$ cat config.mk
export PLATFORM = sky130hd
export DESIGN_NAME = hazard_ctrl_flat
export DESIGN_NICKNAME = d
export VERILOG_FILES = /design/src/rtl/hazard_ctrl_if.sv /design/src/rtl/hazard_ctrl.sv /design/src/flat_wrapper.sv
export SDC_FILE = /design/constraint.sdc
export NUM_CORES = 1
export LEC_CHECK = 0
export CAP_MARGIN = 15
export CELL_PAD_IN_SITES_DETAIL_PLACEMENT = 1
export CELL_PAD_IN_SITES_GLOBAL_PLACEMENT = 1
export CORE_ASPECT_RATIO = 0.75
export CORE_UTILIZATION = 33
export CTS_CLUSTER_SIZE = 28
export DETAILED_ROUTE_END_ITERATION = 6
export PLACE_DENSITY_LB_ADDON = 0.1
export RECOVER_POWER = 100
export SYNTH_ARGS = -nofsm -noshare
export SYNTH_HDL_FRONTEND = slang
export SYNTH_SLANG_ARGS = --single-unit
$ cat constraint.sdc
create_clock -name clk -period 2 [get_ports clk]
set_input_delay 0.2 -clock clk [delete_from_list [all_inputs] [get_ports clk]]
set_output_delay 0.2 -clock clk [all_outputs]
set_load 0.01 [all_outputs]
$ cat src/rtl/hazard_ctrl_if.sv
`default_nettype none
// ============================================================================
// Module      : hazard_ctrl_if
// Description : Bundle of pipeline-side signals exchanged with the hazard
//               controller. The master modport is the pipeline (drives the
//               register specifiers and control flags, receives the stall /
//               forward decisions); the slave modport is hazard_ctrl.
//   Pipeline -> controller : rsd, rtd, rse, rte, writerege/m/w,
//                            regwritee/m/w, memtorege/m, branchd, shiftm/w,
//                            mdstartd, mdstarte, mdreadd, stallclr
//   Controller -> pipeline : stallf, stalld, flushe, forwardad, forwardbd,
//                            forwardae, forwardbe, mdbusy, mddone, stallcnt
// Revision    : 1.0 - initial release
// ============================================================================
interface hazard_ctrl_if #(
  parameter int REGW = 5,
  parameter int CNTW = 16
);
  // register specifiers
  logic [REGW-1:0] rsd;
  logic [REGW-1:0] rtd;
  logic [REGW-1:0] rse;
  logic [REGW-1:0] rte;
  logic [REGW-1:0] writerege;
  logic [REGW-1:0] writeregm;
  logic [REGW-1:0] writeregw;
  // per-stage control flags
  logic            regwritee;
  logic            regwritem;
  logic            regwritew;
  logic            memtorege;
  logic            memtoregm;
  logic            branchd;
  logic            shiftm;
  logic            shiftw;
  // multiply/divide control
  logic            mdstartd;
  logic            mdstarte;
  logic            mdreadd;
  logic            stallclr;
  // controller decisions
  logic            stallf;
  logic            stalld;
  logic            flushe;
  logic            forwardad;
  logic            forwardbd;
  logic [2:0]      forwardae;
  logic [2:0]      forwardbe;
  logic            mdbusy;
  logic            mddone;
  logic [CNTW-1:0] stallcnt;

  modport master (
    output rsd, rtd, rse, rte, writerege, writeregm, writeregw,
    output regwritee, regwritem, regwritew, memtorege, memtoregm,
    output branchd, shiftm, shiftw, mdstartd, mdstarte, mdreadd, stallclr,
    input  stallf, stalld, flushe, forwardad, forwardbd,
    input  forwardae, forwardbe, mdbusy, mddone, stallcnt
  );

  modport slave (
    input  rsd, rtd, rse, rte, writerege, writeregm, writeregw,
    input  regwritee, regwritem, regwritew, memtorege, memtoregm,
    input  branchd, shiftm, shiftw, mdstartd, mdstarte, mdreadd, stallclr,
    output stallf, stalld, flushe, forwardad, forwardbd,
    output forwardae, forwardbe, mdbusy, mddone, stallcnt
  );
endinterface
`default_nettype wire

$ cat src/rtl/hazard_ctrl.sv
`default_nettype none
// ============================================================================
// Module      : hazard_ctrl
// Description : Hazard unit for a five-stage pipeline with a multi-cycle
//               multiply/divide unit. Produces operand forwarding selects,
//               load-use / branch / mult-div stalls, tracks the mult/div
//               occupancy with a small FSM and counts stalled cycles.
// Ports       :
//   clk    - single clock, all state on rising edge
//   resetn - synchronous active-low reset
//   hz     - hazard_ctrl_if.slave bundle (specifiers, flags, decisions)
// Revision    : 1.0 - initial release
// ============================================================================
module hazard_ctrl #(
  parameter int REGW      = 5,
  parameter int MD_CYCLES = 32,
  parameter int CNTW      = 16
) (
  input  logic          clk,
  input  logic          resetn,
  hazard_ctrl_if.slave  hz
);

  // Counter wide enough for MD_CYCLES-1; guard the degenerate width.
  localparam int c_md_cw = (MD_CYCLES > 1) ? $clog2(MD_CYCLES) : 1;
  localparam logic [c_md_cw-1:0] c_md_load = c_md_cw'(MD_CYCLES - 1);

  typedef enum logic [1:0] {
    IDLE = 2'd0,
    BUSY = 2'd1,
    DONE = 2'd2
  } md_state_t;

  // --------------------------------------------------------------------------
  // Execute operand forwarding. Memory stage wins over Writeback because it
  // holds the younger result. Bit 2 flags a shift result so the mux can pick
  // the shifter path instead of the ALU path.
  // --------------------------------------------------------------------------
  function automatic logic [2:0] fwd_sel(
    input logic [REGW-1:0] src,
    input logic [REGW-1:0] wreg_m,
    input logic            rw_m,
    input logic            sh_m,
    input logic [REGW-1:0] wreg_w,
    input logic            rw_w,
    input logic            sh_w
  );
    logic [2:0] sel;
    sel = 3'b000;
    if ((src != '0) && (src == wreg_m) && rw_m) begin
      sel = sh_m ? 3'b110 : 3'b010;
    end else if ((src != '0) && (src == wreg_w) && rw_w) begin
      sel = sh_w ? 3'b101 : 3'b001;
    end
    return sel;
  endfunction

  // --------------------------------------------------------------------------
  // State
  // --------------------------------------------------------------------------
  md_state_t          state_q,    state_d;
  logic [c_md_cw-1:0] mdcnt_q,    mdcnt_d;
  logic               mdbusy_q,   mdbusy_d;
  logic               mddone_q,   mddone_d;
  logic [CNTW-1:0]    stallcnt_q, stallcnt_d;

  // --------------------------------------------------------------------------
  // Stall detection (purely combinational, same-cycle)
  // --------------------------------------------------------------------------
  logic lwstall;
  logic branchstall;
  logic mdstall;
  logic stall;

  always_comb begin
    lwstall = hz.memtorege & ((hz.rsd == hz.rte) | (hz.rtd == hz.rte));

    // Branch compares in Decode need operands that are still being produced
    // by an ALU op in Execute or a load in Memory.
    branchstall = hz.branchd &
                  ((hz.regwritee & ((hz.writerege == hz.rsd) | (hz.writerege == hz.rtd))) |
                   (hz.memtoregm & ((hz.writeregm == hz.rsd) | (hz.writeregm == hz.rtd))));

    // Gated by resetn so a reset applied mid-operation drops the stall
    // immediately rather than one edge later.
    mdstall = (hz.mdreadd | hz.mdstartd) & (state_q == BUSY) & resetn;

    stall = lwstall | branchstall | mdstall;
  end

  assign hz.stallf    = stall;
  assign hz.stalld    = stall;
  assign hz.flushe    = stall;

  assign hz.forwardad = (hz.rsd != '0) & (hz.rsd == hz.writeregm) & hz.regwritem;
  assign hz.forwardbd = (hz.rtd != '0) & (hz.rtd == hz.writeregm) & hz.regwritem;

  assign hz.forwardae = fwd_sel(hz.rse, hz.writeregm, hz.regwritem, hz.shiftm,
                                hz.writeregw, hz.regwritew, hz.shiftw);
  assign hz.forwardbe = fwd_sel(hz.rte, hz.writeregm, hz.regwritem, hz.shiftm,
                                hz.writeregw, hz.regwritew, hz.shiftw);

  // --------------------------------------------------------------------------
  // Mult/div occupancy FSM next-state. The counter is loaded with
  // MD_CYCLES-1 and BUSY is left once it has reached zero, so BUSY spans
  // exactly MD_CYCLES cycles. A new start arriving while BUSY is dropped;
  // one arriving in DONE chains straight into another operation.
  // --------------------------------------------------------------------------
  always_comb begin
    state_d = state_q;
    mdcnt_d = mdcnt_q;
    case (state_q)
      IDLE: begin
        if (hz.mdstarte) begin
          state_d = BUSY;
          mdcnt_d = c_md_load;
        end
      end
      BUSY: begin
        if (mdcnt_q == '0) begin
          state_d = DONE;
        end else begin
          mdcnt_d = mdcnt_q - 1'b1;
        end
      end
      DONE: begin
        if (hz.mdstarte) begin
          state_d = BUSY;
          mdcnt_d = c_md_load;
        end else begin
          state_d = IDLE;
        end
      end
      default: begin
        state_d = IDLE;
        mdcnt_d = '0;
      end
    endcase

    mdbusy_d = (state_d == BUSY);
    mddone_d = (state_d == DONE);
  end

  // --------------------------------------------------------------------------
  // Stalled-cycle counter: clear beats increment, saturates at all-ones.
  // --------------------------------------------------------------------------
  always_comb begin
    stallcnt_d = stallcnt_q;
    if (hz.stallclr) begin
      stallcnt_d = '0;
    end else if (stall && (stallcnt_q != '1)) begin
      stallcnt_d = stallcnt_q + 1'b1;
    end
  end

  // --------------------------------------------------------------------------
  // Registers
  // --------------------------------------------------------------------------
  always_ff @(posedge clk) begin
    if (!resetn) begin
      state_q    <= IDLE;
      mdcnt_q    <= '0;
      mdbusy_q   <= 1'b0;
      mddone_q   <= 1'b0;
      stallcnt_q <= '0;
    end else begin
      state_q    <= state_d;
      mdcnt_q    <= mdcnt_d;
      mdbusy_q   <= mdbusy_d;
      mddone_q   <= mddone_d;
      stallcnt_q <= stallcnt_d;
    end
  end

  // Status flags are forced low while reset is held, even before the
  // reset edge has cleared the FSM.
  assign hz.mdbusy   = mdbusy_q & resetn;
  assign hz.mddone   = mddone_q & resetn;
  assign hz.stallcnt = stallcnt_q;

endmodule
`default_nettype wire

$ cat src/flat_wrapper.sv
// flat-port wrapper written by rule: the top's interface ports become plain ports
module hazard_ctrl_flat 
#(
  parameter int REGW      = 5,
  parameter int MD_CYCLES = 32,
  parameter int CNTW      = 16
)
  (clk, resetn, hz_rsd, hz_rtd, hz_rse, hz_rte, hz_writerege, hz_writeregm, hz_writeregw, hz_regwritee, hz_regwritem, hz_regwritew, hz_memtorege, hz_memtoregm, hz_branchd, hz_shiftm, hz_shiftw, hz_mdstartd, hz_mdstarte, hz_mdreadd, hz_stallclr, hz_stallf, hz_stalld, hz_flushe, hz_forwardad, hz_forwardbd, hz_forwardae, hz_forwardbe, hz_mdbusy, hz_mddone, hz_stallcnt);
  hazard_ctrl_if #(.REGW(REGW), .CNTW(CNTW)) hz_i ();
  input  logic clk;
  input  logic resetn;
  input wire logic [$bits(hz_i.rsd)-1:0] hz_rsd;
  input wire logic [$bits(hz_i.rtd)-1:0] hz_rtd;
  input wire logic [$bits(hz_i.rse)-1:0] hz_rse;
  input wire logic [$bits(hz_i.rte)-1:0] hz_rte;
  input wire logic [$bits(hz_i.writerege)-1:0] hz_writerege;
  input wire logic [$bits(hz_i.writeregm)-1:0] hz_writeregm;
  input wire logic [$bits(hz_i.writeregw)-1:0] hz_writeregw;
  input wire logic [$bits(hz_i.regwritee)-1:0] hz_regwritee;
  input wire logic [$bits(hz_i.regwritem)-1:0] hz_regwritem;
  input wire logic [$bits(hz_i.regwritew)-1:0] hz_regwritew;
  input wire logic [$bits(hz_i.memtorege)-1:0] hz_memtorege;
  input wire logic [$bits(hz_i.memtoregm)-1:0] hz_memtoregm;
  input wire logic [$bits(hz_i.branchd)-1:0] hz_branchd;
  input wire logic [$bits(hz_i.shiftm)-1:0] hz_shiftm;
  input wire logic [$bits(hz_i.shiftw)-1:0] hz_shiftw;
  input wire logic [$bits(hz_i.mdstartd)-1:0] hz_mdstartd;
  input wire logic [$bits(hz_i.mdstarte)-1:0] hz_mdstarte;
  input wire logic [$bits(hz_i.mdreadd)-1:0] hz_mdreadd;
  input wire logic [$bits(hz_i.stallclr)-1:0] hz_stallclr;
  output wire logic [$bits(hz_i.stallf)-1:0] hz_stallf;
  output wire logic [$bits(hz_i.stalld)-1:0] hz_stalld;
  output wire logic [$bits(hz_i.flushe)-1:0] hz_flushe;
  output wire logic [$bits(hz_i.forwardad)-1:0] hz_forwardad;
  output wire logic [$bits(hz_i.forwardbd)-1:0] hz_forwardbd;
  output wire logic [$bits(hz_i.forwardae)-1:0] hz_forwardae;
  output wire logic [$bits(hz_i.forwardbe)-1:0] hz_forwardbe;
  output wire logic [$bits(hz_i.mdbusy)-1:0] hz_mdbusy;
  output wire logic [$bits(hz_i.mddone)-1:0] hz_mddone;
  output wire logic [$bits(hz_i.stallcnt)-1:0] hz_stallcnt;
  assign hz_i.rsd = hz_rsd;
  assign hz_i.rtd = hz_rtd;
  assign hz_i.rse = hz_rse;
  assign hz_i.rte = hz_rte;
  assign hz_i.writerege = hz_writerege;
  assign hz_i.writeregm = hz_writeregm;
  assign hz_i.writeregw = hz_writeregw;
  assign hz_i.regwritee = hz_regwritee;
  assign hz_i.regwritem = hz_regwritem;
  assign hz_i.regwritew = hz_regwritew;
  assign hz_i.memtorege = hz_memtorege;
  assign hz_i.memtoregm = hz_memtoregm;
  assign hz_i.branchd = hz_branchd;
  assign hz_i.shiftm = hz_shiftm;
  assign hz_i.shiftw = hz_shiftw;
  assign hz_i.mdstartd = hz_mdstartd;
  assign hz_i.mdstarte = hz_mdstarte;
  assign hz_i.mdreadd = hz_mdreadd;
  assign hz_i.stallclr = hz_stallclr;
  assign hz_stallf = hz_i.stallf;
  assign hz_stalld = hz_i.stalld;
  assign hz_flushe = hz_i.flushe;
  assign hz_forwardad = hz_i.forwardad;
  assign hz_forwardbd = hz_i.forwardbd;
  assign hz_forwardae = hz_i.forwardae;
  assign hz_forwardbe = hz_i.forwardbe;
  assign hz_mdbusy = hz_i.mdbusy;
  assign hz_mddone = hz_i.mddone;
  assign hz_stallcnt = hz_i.stallcnt;
  hazard_ctrl #(.REGW(REGW), .MD_CYCLES(MD_CYCLES), .CNTW(CNTW)) u_core (.clk(clk), .resetn(resetn), .hz(hz_i));
endmodule
==> results of run 1 <==
power by group:
group | internal [mW] | switching (mW)
sequential | 0.517 | 0.0150
combinational | 0.244 | 0.233
clock | 0.141 | 0.175
total | 0.902 | 0.423
final cells by class:
class                      count  area (um2)  area share [%]
clock buffer                   3        41.3            1.24
clock inverter                 1        7.51           0.225
tap                           81         101            3.04
timing repair buffer         125        1060            31.8
sequential                    25         500            15.0
inverter                       4        15.0           0.450
multi-input combinational    212        1610            48.2
sequential cells by signal (all words and copies together), names as in the netlist:
name,cells
u_core.mdbusy_q,1
u_core.state_q,2
u_core.hz.stallcnt,16
u_core.mddone_q,1
u_core.mdcnt_q,5
cells by family after synthesis:
family	after synthesis	share of synthesized area [%]
flip-flops	25	23.1
multiplexers	13	5.99
adder cells (fa/ha/maj)	2	1.15
AO/OA/AOI/OAI	47	18.0
AND/OR/NAND/NOR	100	26.5
XOR/XNOR	50	20.2
buffers and inverters	18	5.07
routing by layer:
layer	GRT usage, %	vias to the layer above	wire, um	part of all wire [%]
met1	31.1	1103	3710	49
met3	3.25	4	421	5.5
met5	0	-	0	0
met4	2.99	0	49	0.64
li1	-	1141	-	-
met2	38.1	56	3450	45
cells in the final DEF, fill, tap and decap left out, types with 6 or more instances in the layout:
cell type / count
sky130_fd_sc_hd__xnor2_1: 32
sky130_fd_sc_hd__clkbuf_2: 6
sky130_fd_sc_hd__xor2_1: 18
sky130_fd_sc_hd__clkdlybuf4s50_1: 24
sky130_fd_sc_hd__nand4_1: 9
sky130_fd_sc_hd__buf_4: 44
sky130_fd_sc_hd__dlygate4sd2_1: 18
sky130_fd_sc_hd__o21ai_0: 6
sky130_fd_sc_hd__nand2_1: 25
sky130_fd_sc_hd__a21oi_1: 7
sky130_fd_sc_hd__dfxtp_1: 25
sky130_fd_sc_hd__dlygate4sd3_1: 16
sky130_fd_sc_hd__nor2_1: 9
sky130_fd_sc_hd__mux2i_1: 13
sky130_fd_sc_hd__nand2b_1: 14
final timing paths:
kind	from	endpoint	slack, ns	cells after the start
worst max-delay path	hz_rte[4]	hz_forwardbe[2]	0.03	8
worst min-delay path	u_core.hz.stallcnt[8]$_SDFFE_PP0P_	u_core.hz.stallcnt[8]$_SDFFE_PP0P_	0.49	2
worst max register to register	u_core.hz.stallcnt[0]$_SDFFE_PP0P_	u_core.hz.stallcnt[7]$_SDFFE_PP0P_	0.21	7
worst min register to register	u_core.hz.stallcnt[8]$_SDFFE_PP0P_	u_core.hz.stallcnt[8]$_SDFFE_PP0P_	0.49	2
per-stage QoR:
step                power, mW  setup TNS, ns
global route             1.40        -0.0308
detailed placement       1.03         -11.13
global placement         1.01          -8.83
floorplan               0.779              0
finish                   1.33              0
CTS                      1.35       -0.00674
timing repair:
item                                    4_1_cts  5_1_grt
pin swaps                                    15       13
endpoints found under the setup margin       27       11
setup buffers                                 5        2
gates resized for setup                      73       16
worst max-delay path: stages:
cell,delay [ns]
sky130_fd_sc_hd__clkdlybuf4s15_2,0.22
sky130_fd_sc_hd__or4_4,0.44
sky130_fd_sc_hd__nor2_4,0.13
sky130_fd_sc_hd__nor4_4,0.06
sky130_fd_sc_hd__nor4_2,0.30
sky130_fd_sc_hd__buf_4,0.16
sky130_fd_sc_hd__a22o_1,0.13
sky130_fd_sc_hd__buf_2,0.13
==> flow_summary.yaml, run 1 <==
outcome:
  status: "completed"
synthesis:
  synth_top_cell_by_area: "sky130_fd_sc_hd__dfxtp_1"
  synthesis.instances: 255
  postSynthRegisterBits: 25
  synth_flop_cell: "sky130_fd_sc_hd__dfxtp_1"
  post_synth.cell_area_avg_um2: 8.51
  synthTopCellsByArea: "sky130_fd_sc_hd__dfxtp_1 (23%), sky130_fd_sc_hd__xnor2_1 (13%), sky130_fd_sc_hd__xor2_1 (7.3%)"
  synth_top_area_share_pct: 23.1
  mappedNetlistArea_um2: 2170
  synth.most_common_cell: "sky130_fd_sc_hd__xnor2_1"
  synth_commonest_cells: "sky130_fd_sc_hd__xnor2_1 (32), sky130_fd_sc_hd__nand2_1 (26), sky130_fd_sc_hd__dfxtp_1 (25)"
  yosys_warnings: 0
  syn_nets: 306
  yosys.cell_types.count: 52
  synth_seq_area_share_pct: 23.1
  synth_edf_count: 0
  async_flop_share_pct: 0
final_layout:
  post_route_cells_drive_above_1_share_pct: 24.1
  num-nets-final: 422
  area.growth.synth_to_final_pct: 53.8
  fillCellCount: 751
  layoutNonFillerInstCount: 451
  antenna_cells_inserted: 0
  postLayoutCoreUtil_pct: 52.8
  final_cell_area_um2: 3340
drt:
  drt_iter0_markers: 58
  antenna_left: 0
  wl_um: 7630
  avgRoutedWirePerCell_um: 16.9
  detail_route.vias_per_cell: 5.11
  post-route-drc-count: 0
  via_count: 2304
  drt_pre_antenna_iters: 4
floorplanning:
  fp.dieArea_um2: 6910
  io_pins: 78
  die-height_um: 72.2
  fp.coreArea_um2: 6320
  initial_utilization_pct: 34.4
  die_width_um: 95.7
  placement_rows: 25
clocking:
  clkSinkCount: 25
  cts_tree: "done"
  insertion_delay_ns: 0.27
  cts_made_buffers: 3
  cts.reportedPaths.clkPinSlew_ns: 0.10
  cts_max_level: 1
  ctsLongestPathBuffers: 2
  clock_tree.root_cell: "sky130_fd_sc_hd__clkbuf_8"
  holdBufCountCts: 0
run:
  cap_viol_max_count: 0
placed_design:
  dpl_worst_slack_ns: -0.645
  global_placer_s_final_weighted_congestion: 0.771
  postPlaceCellArea_um2: 3270
  dp_cells: 440
  detailedPlacementHpwl_um: 5990
  io_buffer_count: 77
global_route:
  groute.usage.overall_pct: 22.5
  first_pass_grt_wire_length_um: 12100
  grt_max_degree: 28
  antenna_found_initial: 0
  grt-ovfl-total: 0
  grt_pass1_vias: 2411
sta:
  finalWorstPathRequiredPeriod_ns: 1.97
  final_critical_path_setup_slack_ns: 0.0270
  fin_hold_ws_ns: 0.491
  clock.fmax_mhz: 507
  timing.final.max_slew_violations: 0
  post-route-period-util_pct: 98.7
  timing.clock.skew_ns: 0.00406
  relSlewSlack_pct: 75.3
  setup_viol_count_final: 0
  hold_violations: 0
  worst_slew_pin_slew_ns: 0.369
worst_hold_path:
  hold_path_class: "reg -> reg"
critical_path:
  critical_path_class: "in -> out"
  worstPathMaxFanout: 3
  start_kind: "input port"
  worstPathArrival_ns: 1.77
  worstPathRequired_ns: 1.80
  cp-end-kind: "primary output"
power:
  power.static_leakage_nw: 1.37
  max-vdd-ir-drop_mv: 0.307
  powerDensity_nw_per_um2: 397
Power figures use the tool's default switching activity.
==> run 2: changes to the inputs <==
--- a/config.mk
+++ b/config.mk
@@ -5,7 +5,7 @@
 export SDC_FILE = /design/constraint.sdc
 export NUM_CORES = 1
 export LEC_CHECK = 0
-export CAP_MARGIN = 15
+export CAP_MARGIN = 20
 export CELL_PAD_IN_SITES_DETAIL_PLACEMENT = 1
 export CELL_PAD_IN_SITES_GLOBAL_PLACEMENT = 1
 export CORE_ASPECT_RATIO = 0.75
@@ -17,3 +17,4 @@
 export SYNTH_ARGS = -nofsm -noshare
 export SYNTH_HDL_FRONTEND = slang
 export SYNTH_SLANG_ARGS = --single-unit
+export TNS_END_PERCENT = 10
==> run 2 against run 1 <==
Register-to-register slack about the same. Die area did not move. Clock power is essentially flat. Non-clock buffer count down 2. Flip-flop and latch count unchanged.
==> flow_summary.yaml, run 2 (same netlist as run 1, synthesis figures left out) <==
power:
  p_total_mw: 1.32
  max-vdd-ir-drop_mv: 0.292
  power.static_leakage_nw: 1.38
  powerDensity_nw_per_um2: 397
final_layout:
  area.growth.synth_to_final_pct: 53.3
  fillCellCount: 747
  antenna_cells_inserted: 0
  mostFrequentLayoutCells: "sky130_fd_sc_hd__buf_4 (43), sky130_fd_sc_hd__xnor2_1 (32), sky130_fd_sc_hd__nand2_1 (25), sky130_fd_sc_hd__dfxtp_1 (25), sky130_fd_sc_hd__clkdlybuf4s50_1 (24)"
  commonest_non_fill_non_tap_cell_in_the_layout: "sky130_fd_sc_hd__buf_4"
  largest_register_ffs: 16
  final_cell_area_um2: 3330
  post_route_cells_drive_above_1_share_pct: 23.4
  num-nets-final: 420
sta:
  setup_viol_count_final: 0
  relSlewSlack_pct: 75.3
  final_critical_path_setup_slack_ns: 0.0332
  clock.fmax_mhz: 508
  finalWorstPathRequiredPeriod_ns: 1.97
  hold_violations: 0
  worst_slew_pin_slew_ns: 0.369
  timing.clock.skew_ns: 0.00385
  timing.final.max_slew_violations: 0
  rsz_0062_raised_after_global_routing: "true"
  post-route-period-util_pct: 98.3
  fin_hold_ws_ns: 0.491
placed_design:
  io_buffer_count: 77
  global_placer_s_final_weighted_congestion: 0.771
  detailedPlacementHpwl_um: 5990
  dpl_worst_slack_ns: -0.645
  postPlaceCellArea_um2: 3270
clocking:
  cts_made_buffers: 3
  insertion_delay_ns: 0.27
  ctsLongestPathBuffers: 2
  clkSinkCount: 25
  cts_tree: "done"
  holdBufCountCts: 0
  cts.reportedPaths.clkPinSlew_ns: 0.10
  clock_tree.root_cell: "sky130_fd_sc_hd__clkbuf_8"
  cts_max_level: 1
outcome:
  status: "completed"
floorplanning:
  fp.coreArea_um2: 6320
  die-height_um: 72.2
  io_pins: 78
  fp.dieArea_um2: 6910
  die_width_um: 95.7
  initial_utilization_pct: 34.4
  placement_rows: 25
drt:
  via_count: 2290
  drt_pre_antenna_iters: 4
  avgRoutedWirePerCell_um: 16.7
  detail_route.vias_per_cell: 5.10
  wl_um: 7510
  drt_iter0_markers: 42
  post-route-drc-count: 0
  antenna_left: 0
critical_path:
  start_kind: "input port"
  worstPathRequired_ns: 1.80
  ff2ff_setup_slack_ns: 0.21
  cp-end-kind: "primary output"
  worstPathMaxFanout: 2
  critical_path_class: "in -> out"
  worstPathArrival_ns: 1.77
global_route:
  first_pass_grt_wire_length_um: 12000
  grt-ovfl-total: 0
  antenna_found_initial: 0
  groute.usage.overall_pct: 22.5
  grt_pass1_vias: 2403
  grt_max_degree: 28
run:
  cap_viol_max_count: 0
worst_hold_path:
  hold_path_class: "reg -> reg"
-- run 2: path summary, 6_finish.rpt --
check	start	endpoint	cells past startpoint
max	hz_rte[3]	hz_forwardbe[2]	8
min	u_core.hz.stallcnt[8]$_SDFFE_PP0P_	u_core.hz.stallcnt[8]$_SDFFE_PP0P_	2
max reg2reg	u_core.hz.stallcnt[0]$_SDFFE_PP0P_	u_core.hz.stallcnt[7]$_SDFFE_PP0P_	7
min reg2reg	u_core.hz.stallcnt[8]$_SDFFE_PP0P_	u_core.hz.stallcnt[8]$_SDFFE_PP0P_	2
-- run 2: where the power goes --
| group | internal (mW) | switching [mW] | total (mW) |
|---|---|---|---|
| registers | 0.517 | 0.0150 | 0.532 |
| clock network | 0.141 | 0.175 | 0.317 |
| logic | 0.243 | 0.230 | 0.473 |
-- run 2: stage by stage --
stage          cells  utilization, %  setup TNS [ns]
2_1_floorplan    255               -               0
3_3_place_gp     440            51.7           -8.83
3_5_place_dp     440            51.7          -11.13
4_1_cts          449            53.2        -0.00334
5_1_grt          449            52.7         -0.0395
6_report         449            52.7               0
-- run 2: what timing repair did --
action | in CTS | in global routing
endpoints found under the setup margin | 27 | 13
hold endpoints to repair | 0 | 0
gates resized for setup | 71 | 13
pin swaps | 15 | 8
buffers inserted | 5 | 0
-- run 2: critical path: stages --
cell,delay [ns]
sky130_fd_sc_hd__buf_2,0.11
sky130_fd_sc_hd__or4_4,0.54
sky130_fd_sc_hd__nor2_4,0.13
sky130_fd_sc_hd__nor4_4,0.06
sky130_fd_sc_hd__nor4_2,0.31
sky130_fd_sc_hd__buf_4,0.16
sky130_fd_sc_hd__a22o_1,0.13
sky130_fd_sc_hd__buf_2,0.13
-- run 2: layout make-up --
cell class / count / area, um2 / area share (%)
Sequential cell: 25 / 500 / 15.0
Multi-Input combinational cell: 212 / 1610 / 48.2
Clock buffer: 3 / 41.3 / 1.24
Tap cell: 81 / 101 / 3.05
Inverter: 4 / 15.0 / 0.451
Timing Repair Buffer: 123 / 1060 / 31.8
Clock inverter: 1 / 7.51 / 0.226
-- run 2: per-layer routing --
| layer | vias up | share of wire [%] | wire length [um] | global-route usage (%) |
|---|---|---|---|---|
| li1 | 1141 | - | - | - |
| met1 | 1090 | 50 | 3730 | 31.0 |
| met2 | 57 | 45 | 3390 | 38.0 |
| met3 | 2 | 4.8 | 363 | 3.25 |
| met4 | 0 | 0.36 | 27 | 2.99 |
| met5 | - | 0 | 0 | 0 |
==> run 3: changes to the inputs <==
--- a/config.mk
+++ b/config.mk
@@ -12,6 +12,7 @@
 export CORE_UTILIZATION = 33
 export CTS_CLUSTER_SIZE = 28
 export DETAILED_ROUTE_END_ITERATION = 6
+export GPL_TIMING_DRIVEN = 0
 export PLACE_DENSITY_LB_ADDON = 0.1
 export RECOVER_POWER = 100
 export SYNTH_ARGS = -nofsm -noshare
==> run 3 against run 2 <==
The run now ends with setup timing left. Non-clock buffer count down 34. Power shrank 1.5%. Hold slack improved by 0.013 ns. Cell count is 7.6% lower. Critical endpoint is now hz_forwardbd.
==> flow_summary.yaml, run 3 (same netlist as run 1, synthesis figures left out) <==
critical_path:
  worst-path-buf-inv: 2
  worstPathRequired_ns: 1.80
  critical_path.cell_chain: "clkdlybuf4s15_2 > or4_1 > o21ai_0 > nor2_1 > dlygate4sd3_1"
  crit-reg2reg-launch: "u_core.hz.stallcnt[0]$_SDFFE_PP0P_"
  worstSetupStartpoint: "hz_rtd[0]"
  worstPathArrival_ns: 1.80
  worstPathMaxFanout: 4
  cp-end-kind: "primary output"
  start_kind: "input port"
  critPathMaxStageDelay_ns: 0.60
  top_delay_family_on_crit_path: "buffers and inverters"
  critical_path_class: "in -> out"
  timing.critical_path.slowest_stage_cell: "sky130_fd_sc_hd__dlygate4sd3_1"
floorplanning:
  placement_rows: 25
  die-height_um: 72.2
  initial_utilization_pct: 34.4
  fp.dieArea_um2: 6910
  die_width_um: 95.7
  fp.coreArea_um2: 6320
  io_pins: 78
final_layout:
  mostFrequentLayoutCells: "sky130_fd_sc_hd__xnor2_1 (32), sky130_fd_sc_hd__dfxtp_1 (25), sky130_fd_sc_hd__nand2_1 (24)"
  post_route_cells_drive_above_1_share_pct: 20.1
  postLayoutCoreUtil_pct: 48.9
  largest_register_ffs: 16
  fillCellCount: 757
  antenna_cells_inserted: 0
  final_cell_area_um2: 3090
  area.growth.synth_to_final_pct: 42.2
  multi_input_comb_area_um2: 1650
  num-nets-final: 386
  commonest_non_fill_non_tap_cell_in_the_layout: "sky130_fd_sc_hd__xnor2_1"
  regArea_um2: 500
clocking:
  cts_max_level: 1
  cts_tree: "done"
  clkSinkCount: 25
  holdBufCountCts: 0
  clock_tree.root_cell: "sky130_fd_sc_hd__clkbuf_8"
  insertion_delay_ns: 0.28
  cts.reportedPaths.clkPinSlew_ns: 0.10
  cts_made_buffers: 3
  ctsLongestPathBuffers: 2
sta:
  fin_hold_ws_ns: 0.504
  relSlewSlack_pct: 71.2
  worst_slew_pin_slew_ns: 0.430
  final_critical_path_setup_slack_ns: -0.00268
  finalWorstPathRequiredPeriod_ns: 2.00
  timing.final.max_slew_violations: 0
  hold_violations: 0
  setup_viol_count_final: 1
  rsz_0062_raised_after_global_routing: "true"
  clock.fmax_mhz: 499
  post-route-period-util_pct: 100
  timing.clock.skew_ns: 0.00854
global_route:
  grt_max_degree: 17
  groute.usage.overall_pct: 20.7
  first_pass_grt_wire_length_um: 11100
  grt-ovfl-total: 0
  antenna_found_initial: 0
  grt_pass1_vias: 2206
placed_design:
  dpl_worst_slack_ns: -0.768
  detailedPlacementHpwl_um: 5460
  postPlaceCellArea_um2: 2990
  io_buffer_count: 72
  global_placer_s_final_weighted_congestion: 0.792
drt:
  detail_route.vias_per_cell: 5.21
  drt_iter0_markers: 70
  avgRoutedWirePerCell_um: 16.7
  wl_um: 6940
  post-route-drc-count: 0
  antenna_left: 0
  via_count: 2164
  drt_pre_antenna_iters: 4
power:
  max-vdd-ir-drop_mv: 0.273
  power.static_leakage_nw: 1.25
  powerDensity_nw_per_um2: 421
outcome:
  status: "complete, but fails checks"
  failing_checks: "setup timing"
run:
  cap_viol_max_count: 0
worst_hold_path:
  hold_path_class: "reg -> reg"
  min_from: "u_core.hz.stallcnt[12]$_SDFFE_PP0P_"
## run 3: cell types whose count changed in the layout (fill, tap and decap cells not counted), moves of 2 or more
cell,previous run,this run
sky130_fd_sc_hd__buf_6,0,3
sky130_fd_sc_hd__o2111ai_1,4,1
sky130_fd_sc_hd__clkdlybuf4s50_1,24,18
sky130_fd_sc_hd__buf_4,43,8
sky130_fd_sc_hd__clkdlybuf4s15_1,2,0
sky130_fd_sc_hd__o2111ai_2,0,3
sky130_fd_sc_hd__buf_2,6,1
sky130_fd_sc_hd__and2_1,3,5
sky130_fd_sc_hd__dlygate4sd2_1,19,21
sky130_fd_sc_hd__clkbuf_2,4,14
sky130_fd_sc_hd__nor4_4,3,1
## run 3: power breakdown
part	internal (mW)	switching [mW]	leakage [nW]
combinational	0.210	0.218	1.02
clock	0.147	0.190	0.0261
sequential	0.518	0.0189	0.203
## run 3: final timing paths
path | to | slack (ns) | cells past startpoint
worst max register to register | u_core.hz.stallcnt[0]$_SDFFE_PP0P_ | 0.09 | 7
worst min register to register | u_core.hz.stallcnt[12]$_SDFFE_PP0P_ | 0.50 | 2
worst max-delay path | hz_forwardbd | -0.003 | 5
worst min-delay path | u_core.hz.stallcnt[12]$_SDFFE_PP0P_ | 0.50 | 2
## run 3: area by class of cell
class                   count  share of cell area [%]
multi-input cells         212                    53.3
repair buffers             75                    21.9
flip-flops and latches     25                    16.2
well taps                  81                    3.28
plain buffers              14                    3.24
clock buffers               3                    1.34
inverters                   4                   0.486
clock inverters             1                   0.284
## run 3: per-stage QoR
step / TNS, ns / power, mW / std cells
2_1_floorplan: 0 / 0.779 / 255
3_3_place_gp: -10.30 / 0.971 / 408
3_5_place_dp: -11.01 / 0.978 / 408
4_1_cts: -0.116 / 1.31 / 415
5_1_grt: -0.250 / 1.38 / 415
6_report: -0.00268 / 1.30 / 415
## run 3: worst register-to-register path, stage by stage, from the launching register on
cell,delay [ns]
sky130_fd_sc_hd__dfxtp_1,0.42
sky130_fd_sc_hd__ha_1,0.26
sky130_fd_sc_hd__nand2_1,0.13
sky130_fd_sc_hd__nor3_4,0.32
sky130_fd_sc_hd__nand2_2,0.24
sky130_fd_sc_hd__o21ai_0,0.19
sky130_fd_sc_hd__o211ai_1,0.14
sky130_fd_sc_hd__a21oi_1,0.15
## run 3: timing repair
item,in CTS,in global routing
pin swaps,9,6
buffers inserted,3,0
endpoints found under the setup margin,26,22
gates resized for setup,63,29
## run 3: layer usage
layer  share of wire [%]  global-route usage [%]
met4                0.33                    1.99
met1                  54                    31.8
met3                 5.1                    3.67
met5                   0                       0
met2                  41                    31.0
